`src/rtl/atm_counter_reader_pkg.sv`:
```
// Shared definitions for the 64-bit atomic counter reader and its responder:
// bus widths, word-select encoding and the reader FSM state encoding.
package atm_counter_reader_pkg;

    localparam int CNT_W = 32;
    localparam int VAL_W = 64;

    // Word select carried on atomic_o alongside req_o.
    localparam logic SEL_LO = 1'b1;
    localparam logic SEL_HI = 1'b0;

    typedef logic [2:0] state_t;

    localparam state_t ST_IDLE     = 3'd0;
    localparam state_t ST_REQ_HI1  = 3'd1;
    localparam state_t ST_WAIT_HI1 = 3'd2;
    localparam state_t ST_REQ_LO   = 3'd3;
    localparam state_t ST_WAIT_LO  = 3'd4;
    localparam state_t ST_REQ_HI2  = 3'd5;
    localparam state_t ST_WAIT_HI2 = 3'd6;

    function automatic logic [1:0] sat_retries(input logic [7:0] n);
        return (n > 8'd3) ? 2'd3 : n[1:0];
    endfunction

endpackage

```
`src/rtl/atm_counter_reader_if.sv`:
```
// Read port between the snapshot reader (master) and the counter responder (slave).
// Handshake: req_o is a one-cycle request with atomic_o selecting the word; the
// responder answers with ack_i high for one cycle, count_i valid only while ack_i=1.
interface atm_counter_reader_if;
    import atm_counter_reader_pkg::*;

    logic             req_o;
    logic             atomic_o;
    logic             ack_i;
    logic [CNT_W-1:0] count_i;

    modport master (output req_o, output atomic_o, input ack_i, input count_i);
    modport slave  (input req_o, input atomic_o, output ack_i, output count_i);

endinterface

```
`src/rtl/atm_counter_reader_ack_timeout_cnt.sv`:
```
// Loadable down-counter that flags when ACK_TIMEOUT wait cycles have elapsed
// without an acknowledge.
module ack_timeout_cnt #(
    parameter int ACK_TIMEOUT = 8
) (
    input  logic clk,
    input  logic rst,
    input  logic load,
    input  logic en,
    output logic expired
);

    localparam int W = $clog2(ACK_TIMEOUT + 1);
    // Loaded with N-1 so expiry lands on the N-th wait cycle.
    localparam logic [W-1:0] LOAD_VAL = W'(ACK_TIMEOUT - 1);

    logic [W-1:0] count;

    always_ff @(posedge clk) begin
        if (rst) begin
            count <= '0;
        end else if (load) begin
            count <= LOAD_VAL;
        end else if (en && (count != '0)) begin
            count <= count - W'(1);
        end
    end

    assign expired = en && (count == '0);

endmodule

```
`src/rtl/atm_counter_reader.sv`:
```
// Tear-free 64-bit snapshot of the atomic event counter using a high/low/high
// read sequence over the 32-bit read port, with bounded retries and ack timeout.
module atm_counter_reader
    import atm_counter_reader_pkg::*;
#(
    parameter int ACK_TIMEOUT = 8,
    parameter int MAX_RETRY   = 3
) (
    input  logic                         clk,
    input  logic                         rst,
    input  logic                         start_i,
    atm_counter_reader_if.master         bus,
    output logic                         busy_o,
    output logic                         valid_o,
    output logic [VAL_W-1:0]             value_o,
    output logic [1:0]                   retries_o,
    output logic                         err_o,
    output logic [2:0]                   fsm_state
);

    localparam logic [7:0] MAX_R = 8'(MAX_RETRY);

    state_t           state;
    logic [CNT_W-1:0] hi1;
    logic [CNT_W-1:0] lo;
    logic [7:0]       retry_cnt;
    logic             in_req;
    logic             in_wait;
    logic             timed_out;
    logic             accept;

    assign in_req  = (state == ST_REQ_HI1) || (state == ST_REQ_LO) || (state == ST_REQ_HI2);
    assign in_wait = (state == ST_WAIT_HI1) || (state == ST_WAIT_LO) || (state == ST_WAIT_HI2);

    // A start landing on the completion pulse is dropped, not queued.
    assign accept = (state == ST_IDLE) && start_i && !valid_o && !err_o;

    ack_timeout_cnt #(
        .ACK_TIMEOUT(ACK_TIMEOUT)
    ) u_timer (
        .clk     (clk),
        .rst     (rst),
        .load    (in_req),
        .en      (in_wait),
        .expired (timed_out)
    );

    always_ff @(posedge clk) begin
        if (rst) begin
            state     <= ST_IDLE;
            hi1       <= '0;
            lo        <= '0;
            retry_cnt <= '0;
            value_o   <= '0;
            retries_o <= '0;
            valid_o   <= 1'b0;
            err_o     <= 1'b0;
        end else begin
            valid_o <= 1'b0;
            err_o   <= 1'b0;
            case (state)
                ST_IDLE: begin
                    if (accept) begin
                        retry_cnt <= '0;
                        state     <= ST_REQ_HI1;
                    end
                end
                ST_REQ_HI1: state <= ST_WAIT_HI1;
                ST_WAIT_HI1: begin
                    if (bus.ack_i) begin
                        hi1   <= bus.count_i;
                        state <= ST_REQ_LO;
                    end else if (timed_out) begin
                        err_o     <= 1'b1;
                        retries_o <= sat_retries(retry_cnt);
                        state     <= ST_IDLE;
                    end
                end
                ST_REQ_LO: state <= ST_WAIT_LO;
                ST_WAIT_LO: begin
                    if (bus.ack_i) begin
                        lo    <= bus.count_i;
                        state <= ST_REQ_HI2;
                    end else if (timed_out) begin
                        err_o     <= 1'b1;
                        retries_o <= sat_retries(retry_cnt);
                        state     <= ST_IDLE;
                    end
                end
                ST_REQ_HI2: state <= ST_WAIT_HI2;
                ST_WAIT_HI2: begin
                    if (bus.ack_i) begin
                        if (bus.count_i == hi1) begin
                            value_o   <= {bus.count_i, lo};
                            valid_o   <= 1'b1;
                            retries_o <= sat_retries(retry_cnt);
                            state     <= ST_IDLE;
                        end else if (retry_cnt < MAX_R) begin
                            // High word moved: the new high becomes the reference, re-read low only.
                            retry_cnt <= retry_cnt + 8'd1;
                            hi1       <= bus.count_i;
                            state     <= ST_REQ_LO;
                        end else begin
                            err_o     <= 1'b1;
                            retries_o <= sat_retries(retry_cnt);
                            state     <= ST_IDLE;
                        end
                    end else if (timed_out) begin
                        err_o     <= 1'b1;
                        retries_o <= sat_retries(retry_cnt);
                        state     <= ST_IDLE;
                    end
                end
                default: state <= ST_IDLE;
            endcase
        end
    end

    assign bus.req_o    = in_req;
    assign bus.atomic_o = (state == ST_REQ_LO) ? SEL_LO : SEL_HI;
    assign busy_o       = (state != ST_IDLE) || valid_o || err_o;
    assign fsm_state    = state;

endmodule

```
`src/flat_wrapper.sv`:
```
// flat-port wrapper written by rule: the top's interface ports become plain ports
module atm_counter_reader_flat import atm_counter_reader_pkg::*;
#(
    parameter int ACK_TIMEOUT = 8,
    parameter int MAX_RETRY   = 3
)
  (clk, rst, start_i, busy_o, valid_o, value_o, retries_o, err_o, fsm_state, bus_req_o, bus_atomic_o, bus_ack_i, bus_count_i);
  atm_counter_reader_if bus_i ();
  input  logic clk;
  input  logic rst;
  input  logic start_i;
  output logic busy_o;
  output logic valid_o;
  output logic [VAL_W-1:0] value_o;
  output logic [1:0] retries_o;
  output logic err_o;
  output logic [2:0] fsm_state;
  output wire logic [$bits(bus_i.req_o)-1:0] bus_req_o;
  output wire logic [$bits(bus_i.atomic_o)-1:0] bus_atomic_o;
  input wire logic [$bits(bus_i.ack_i)-1:0] bus_ack_i;
  input wire logic [$bits(bus_i.count_i)-1:0] bus_count_i;
  assign bus_req_o = bus_i.req_o;
  assign bus_atomic_o = bus_i.atomic_o;
  assign bus_i.ack_i = bus_ack_i;
  assign bus_i.count_i = bus_count_i;
  atm_counter_reader #(.ACK_TIMEOUT(ACK_TIMEOUT), .MAX_RETRY(MAX_RETRY)) u_core (.clk(clk), .rst(rst), .start_i(start_i), .bus(bus_i), .busy_o(busy_o), .valid_o(valid_o), .value_o(value_o), .retries_o(retries_o), .err_o(err_o), .fsm_state(fsm_state));
endmodule
```
`config.mk`:
```
export PLATFORM = sky130hd
export DESIGN_NAME = atm_counter_reader_flat
export DESIGN_NICKNAME = d
export VERILOG_FILES = /design/src/rtl/atm_counter_reader_pkg.sv /design/src/rtl/atm_counter_reader_if.sv /design/src/rtl/atm_counter_reader_ack_timeout_cnt.sv /design/src/rtl/atm_counter_reader.sv /design/src/flat_wrapper.sv
export SDC_FILE = /design/constraint.sdc
export NUM_CORES = 1
export LEC_CHECK = 0
export ABC_CLOCK_PERIOD_IN_PS = 2100
export CAP_MARGIN = 20
export CORE_AREA = 10 10 129 131
export DETAILED_ROUTE_END_ITERATION = 12
export DIE_AREA = 0 0 139 141
export GPL_ROUTABILITY_DRIVEN = 0
export PLACE_DENSITY = 0.8
export SLEW_MARGIN = 25
export SYNTH_ARGS = -nofsm -noshare
export SYNTH_HDL_FRONTEND = slang
export SYNTH_SLANG_ARGS = --single-unit
```
`constraint.sdc`:
```
create_clock -name clk -period 2.1 [get_ports clk]
set_clock_uncertainty 0.2 [all_clocks]
set_input_delay 0.42 -clock clk [delete_from_list [all_inputs] [get_ports clk]]
set_output_delay 0.42 -clock clk [all_outputs]
set_load 0.02 [all_outputs]
```
== Word-level counts from Yosys, hierarchy flattened ==
Index checks and enable logic that the tools add are counted.
Widths: inputs -> output; s select.

* Register bits: 147
* Word-level logic and storage cells: 94

* Equality and inequality tests: 14
* $add $sub $neg: 2
* Reduce and logical (&&, ||, !) cells: 29
* Bitwise logic cells: 2
* $lt $le $gt $ge: 2
* Multiplexer cells: 35

{| class="wikitable"
|+ Operators by type and width
! operator !! count
|-
| $mux 32 || 4
|-
| $pmux 32 s2 || 1
|-
| $eq 32x32->1 || 1
|-
| $mux 8 || 4
|-
| $mux 3 || 8
|-
| $pmux 3 s7 || 1
|-
| $pmux 8 s2 || 1
|-
| $mux 2 || 7
|-
| $ne 2x2->1 const B || 5
|-
| $reduce_and 5->1 || 2
|-
| $eq 3x3->1 const B || 3
|-
| $add 8x1->8 const B || 1
|-
| $gt 8x2->1 const B || 1
|-
| $lt 8x2->1 const B || 1
|-
| $reduce_bool 2->1 || 4
|-
| $mux 1 || 7
|-
| $eq 3x2->1 const B || 2
|-
| $logic_or 1x1->1 || 6
|-
| $reduce_and 3->1 || 2
|-
| $logic_and 1x1->1 || 5
|-
| $logic_not 4->1 || 1
|-
| $ne 4x4->1 const B || 1
|-
| $pmux 2 s2 || 1
|-
| $reduce_bool 4->1 || 1
|-
| other kinds (11) || 14
|}

== Logic depth before layout (Yosys ltp) ==
* Depth after elaboration: 7
* Depth in mapped cells: 9
* Mapped depth without buffers: 8

== Hierarchy ==
Synthesis repeated with hierarchy kept, for this count alone.

* Cell total of the unflattened synthesis: 651
* Area total of the unflattened synthesis: 5906.9 sq um

{| class="wikitable"
|+ By module, submodules not included
! module !! area an instance (sq um) !! sequential area each (sq um) !! instances !! cells an instance
|-
| atm_counter_reader || 5681.7 || 2862.7 || 1 || 625
|-
| ack_timeout_cnt || 225.2 || 80.1 || 1 || 26
|}

== Worst setup path after synthesis ==
No wires, ideal clock.

* Path kind: register to register
* Start point: register u_core.state[2] (netlist: u_core.fsm_state[2])
* End point: register u_core.value_o[32]
* Library setup time: 128 ps
* Setup slack: -79 ps
* Stages on the path, launching flop included: 9
* Period minus slack after synthesis: 2179 ps
* Data arrival time: 1851 ps
* Path buffers: 3
* Cell sequence: dfxtp_1 buf_2 nor2b_1 and3_1 and3_4 buf_12 buf_12 mux2i_1 nor2_1

* Word-level cells in the longest chain between the ends: 2

{| class="wikitable"
|+ RTL lines
! what !! line !! RTL
|-
| start, declared || atm_counter_reader.sv:23 || <nowiki>state_t state;</nowiki>
|-
| start signal, assigned || atm_counter_reader.sv:50 || <nowiki>state <= ST_IDLE;</nowiki>
|-
| start signal, assigned || atm_counter_reader.sv:65 || <nowiki>state <= ST_REQ_HI1;</nowiki>
|-
| start signal, assigned || atm_counter_reader.sv:68 || <nowiki>ST_REQ_HI1: state <= ST_WAIT_HI1;</nowiki>
|-
| $eq 3x3->1 || atm_counter_reader.sv:61 || <nowiki>case (state)</nowiki>
|-
| $reduce_and 3->1 (no line) || -- ||
|-
| end signal, assigned || atm_counter_reader.sv:94 || <nowiki>value_o <= {bus.count_i, lo};</nowiki>
|-
| end, declared || atm_counter_reader.sv:15 || <nowiki>output logic [VAL_W-1:0] value_o,</nowiki>
|}

No other way between the ends.
A chain may end at the register's enable or synchronous reset.

== Final worst setup path ==
* Start point: register u_core.hi1[5]
* End point: register u_core.value_o[22]

* Word-level cells in the longest chain between the ends: 2

{| class="wikitable"
|+ RTL lines
! what !! line !! RTL
|-
| start, declared || atm_counter_reader.sv:24 || <nowiki>logic [CNT_W-1:0] hi1;</nowiki>
|-
| start signal, assigned || atm_counter_reader.sv:71 || <nowiki>hi1 <= bus.count_i;</nowiki>
|-
| start signal, assigned || atm_counter_reader.sv:101 || <nowiki>hi1 <= bus.count_i;</nowiki>
|-
| $eq 32x32->1 || atm_counter_reader.sv:93 || <nowiki>if (bus.count_i == hi1) begin</nowiki>
|-
| $reduce_and 3->1 (no line) || -- ||
|}

No other way between the ends.

==> flow_summary.yaml <==
timing:
  tightest_slew_ns: 0.378
  fmax_mhz: 419
  hold_viol: 0
  timing.final.crit_share_pct: 114
  finalWorstSetupSlack_ns: -0.288
  rsz0062_at_grt: "yes"
  period_needed_ns: 2.39
  setup_violations: 104
  slew_violations: 0
  slew_headroom_pct: 74.8
cts:
  cts_num_sinks: 147
  cts_tree: "built"
  clk_pin_slew_ns: 0.06
  cts.path.max_buffers: 2
  cts_max_level: 4
  clkLatencyLatePin_ns: 0.44
  clock-root-buffer: "clkbuf_16"
  cts_made_buffers: 17
  holdBufCountCts: 0
critical_path:
  worstSetupStartpointType: "register"
  ff2ff_path_depth: 8
  r2r-start: "u_core.hi1[5]"
  worst_setup_path_end_kind: "register"
  timing.rr.end: "u_core.value_o[22]"
  worstPathRequired_ns: 2.22
  worstPathMaxFanout: 5
  r2r_slack_ns: -0.29
  arrival_ns: 2.50
  crit_type: "register to register"
hold_path:
  min_path_type: "input port to register"
  whs_path_depth: 2
  hold_path_end: "u_core.u_timer.count[1]"
  hold_start: "rst"
logic_synthesis:
  syn_area_um2: 6460
  synth_seq_cells: 147
  ys_types: 45
  synth_fp_nets: 740
  yosysSeqAreaShare_pct: 45.6
  syn_inst: 701
  yosysWarnings: 0
  syn_area_per_cell_um2: 9.21
  synth_edf_count: 0
  synth_ff_type: "dfxtp_1"
  synthArstFlopShare_pct: 0
power_and_ir_drop:
  irDropWorstVdd_v: 0.000672
  leakagePower_nw: 3.77
  power.density_nw_per_um2: 694
run:
  maxCapViolCount: 0
floorplan:
  io_pins: 110
  rows: 44
  core-area_um2: 14200
  die_area_um2: 19600
  start_util_pct: 45.5
  die_h_um: 141
  die_w_um: 139
placed_design:
  dpl_cell_area_um2: 8180
  post-place-ws_ns: -0.741
  io_buffers: 109
  placedCellCount: 1023
  hpwl_mm: 12.1
run_status:
  violations: "setup timing"
  outcome: "finished with violations"
layout:
  final_nets: 927
  register_area_um2: 2970
  drive_gt1_share_pct: 37.1
  fin_area_um2: 10100
  fill_cells: 945
  utilization_pct: 70.9
  final_common_cell: "dfxtp_1"
  stdcell_count: 1086
  mostFrequentLayoutCells: "dfxtp_1, nand2_1, nor2_1"
  multi_input_area_um2: 3850
  area_growth_pct: 55.9
global_routing:
  grt_pass1_wl_mm: 32.1
  grt_pass1_vias: 5967
  gr-total-overflow: 0
  grt_max_degree: 69
  grt_antenna_before_repair: 0
  track_usage_pct: 20.2
routing:
  ant_nets: 0
  finalWirelength_mm: 23.1
  initialDrtViolationCount: 490
  wl_per_cell_um: 21.3
  route.detailed.drc: 0
  via_per_inst: 5.70
  via_count: 6188
  first_pass_iters: 5
[timing repair]
| action | CTS | global route |
|---|---|---|
| resized for setup | 161 | 82 |
| cloned | 9 | 6 |
| endpoints found under the setup margin | 111 | 112 |
| pin swaps | 61 | 58 |
| buffers inserted | 19 | 5 |
[cell type report]
class	instances	area share [%]
multi-input combinational	496	38.2
sequential	147	29.5
timing repair buffer	220	23.4
clock buffer	21	4.57
tap	184	2.29
clock inverter	11	1.74
inverter	6	0.273
antenna	1	0.0249
[kinds of logic after synthesis]
kind of cell,share of synthesized area [%]
and+or+nand+nor,18.7
DFF,45.6
AOI/OAI and AO/OA,13.6
muxes,10.4
buffers and inverters,6.37
xor gates and xnor gates,4.88
adders and majority gates,0.581
[how the worst max path moves through the flow]
stage	startpoint	end	slack, ns
after floorplan	bus_count_i[29]	u_core.value_o[32]	0.0004
after global placement	bus_count_i[29]	u_core.value_o[7]	-0.73
after detailed placement	bus_count_i[29]	u_core.value_o[39]	-0.74
after CTS	u_core.hi1[24]	u_core.value_o[20]	-0.16
after global routing	u_core.hi1[5]	u_core.value_o[11]	-0.33
final	u_core.hi1[5]	u_core.value_o[22]	-0.29
[state kept, by name (all words and copies together) (netlist names)]
signal                cells
u_core.hi1               32
u_core.value_o           64
u_core.err_o              1
u_core.valid_o            1
u_core.fsm_state          3
u_core.lo                32
u_core.retries_o          2
u_core.u_timer.count      4
u_core.retry_cnt          8
[metrics by stage]
step	hold WS (ns)	TNS, ns	total power, mW
3_3_place_gp	0.242	-79.82	3.57
5_1_grt	0.0775	-26.03	7.17
6_report	0.0727	-21.59	6.99
3_5_place_dp	0.246	-79.65	3.58
4_1_cts	0.0636	-10.11	6.88
2_1_floorplan	0.236	0	3.27
[worst max-delay path, cell delays in order, from the launching register on]
cell and delay, ns:
dfxtp_2 0.34, xnor2_2 0.21, nand4_1 0.22, nor4_4 0.37, and3_4 0.31, buf_12 0.16
buf_12 0.14, mux2i_2 0.25, nor2_1 0.06
[power breakdown]
part	leakage [nW]	total, mW	switching, mW	internal [mW]
Combinational	2.27	0.784	0.430	0.354
Clock	0.304	3.30	1.24	2.06
Sequential	1.20	2.91	0.0617	2.84
Total	3.77	6.99	1.73	5.26
[cells in the mapped netlist, types with 7 or more instances]
cell / count / area, um^2
mux2i_1: 67 / 671
a21oi_1: 41 / 205
buf_12: 10 / 200
nor3_1: 10 / 50.1
nor2_1: 75 / 282
a21oi_2: 30 / 263
xnor2_1: 33 / 289
clkbuf_1: 30 / 113
nand3_1: 34 / 170
dfxtp_1: 147 / 2940
nand4_1: 9 / 56.3
nand2_1: 119 / 447
buf_2: 7 / 35.0
a2bb2oi_1: 32 / 280
[metal layers]
| layer | wire [um] | vias to the layer above | GRT usage (%) |
|---|---|---|---|
| met5 | 0 | - | 0 |
| met4 | 1040 | 0 | 10.4 |
| met3 | 1720 | 101 | 6.35 |
| met2 | 11400 | 318 | 32.6 |
| met1 | 8970 | 2988 | 23.7 |
| li1 | - | 2781 | - |
Power figures use the tool's default switching activity.
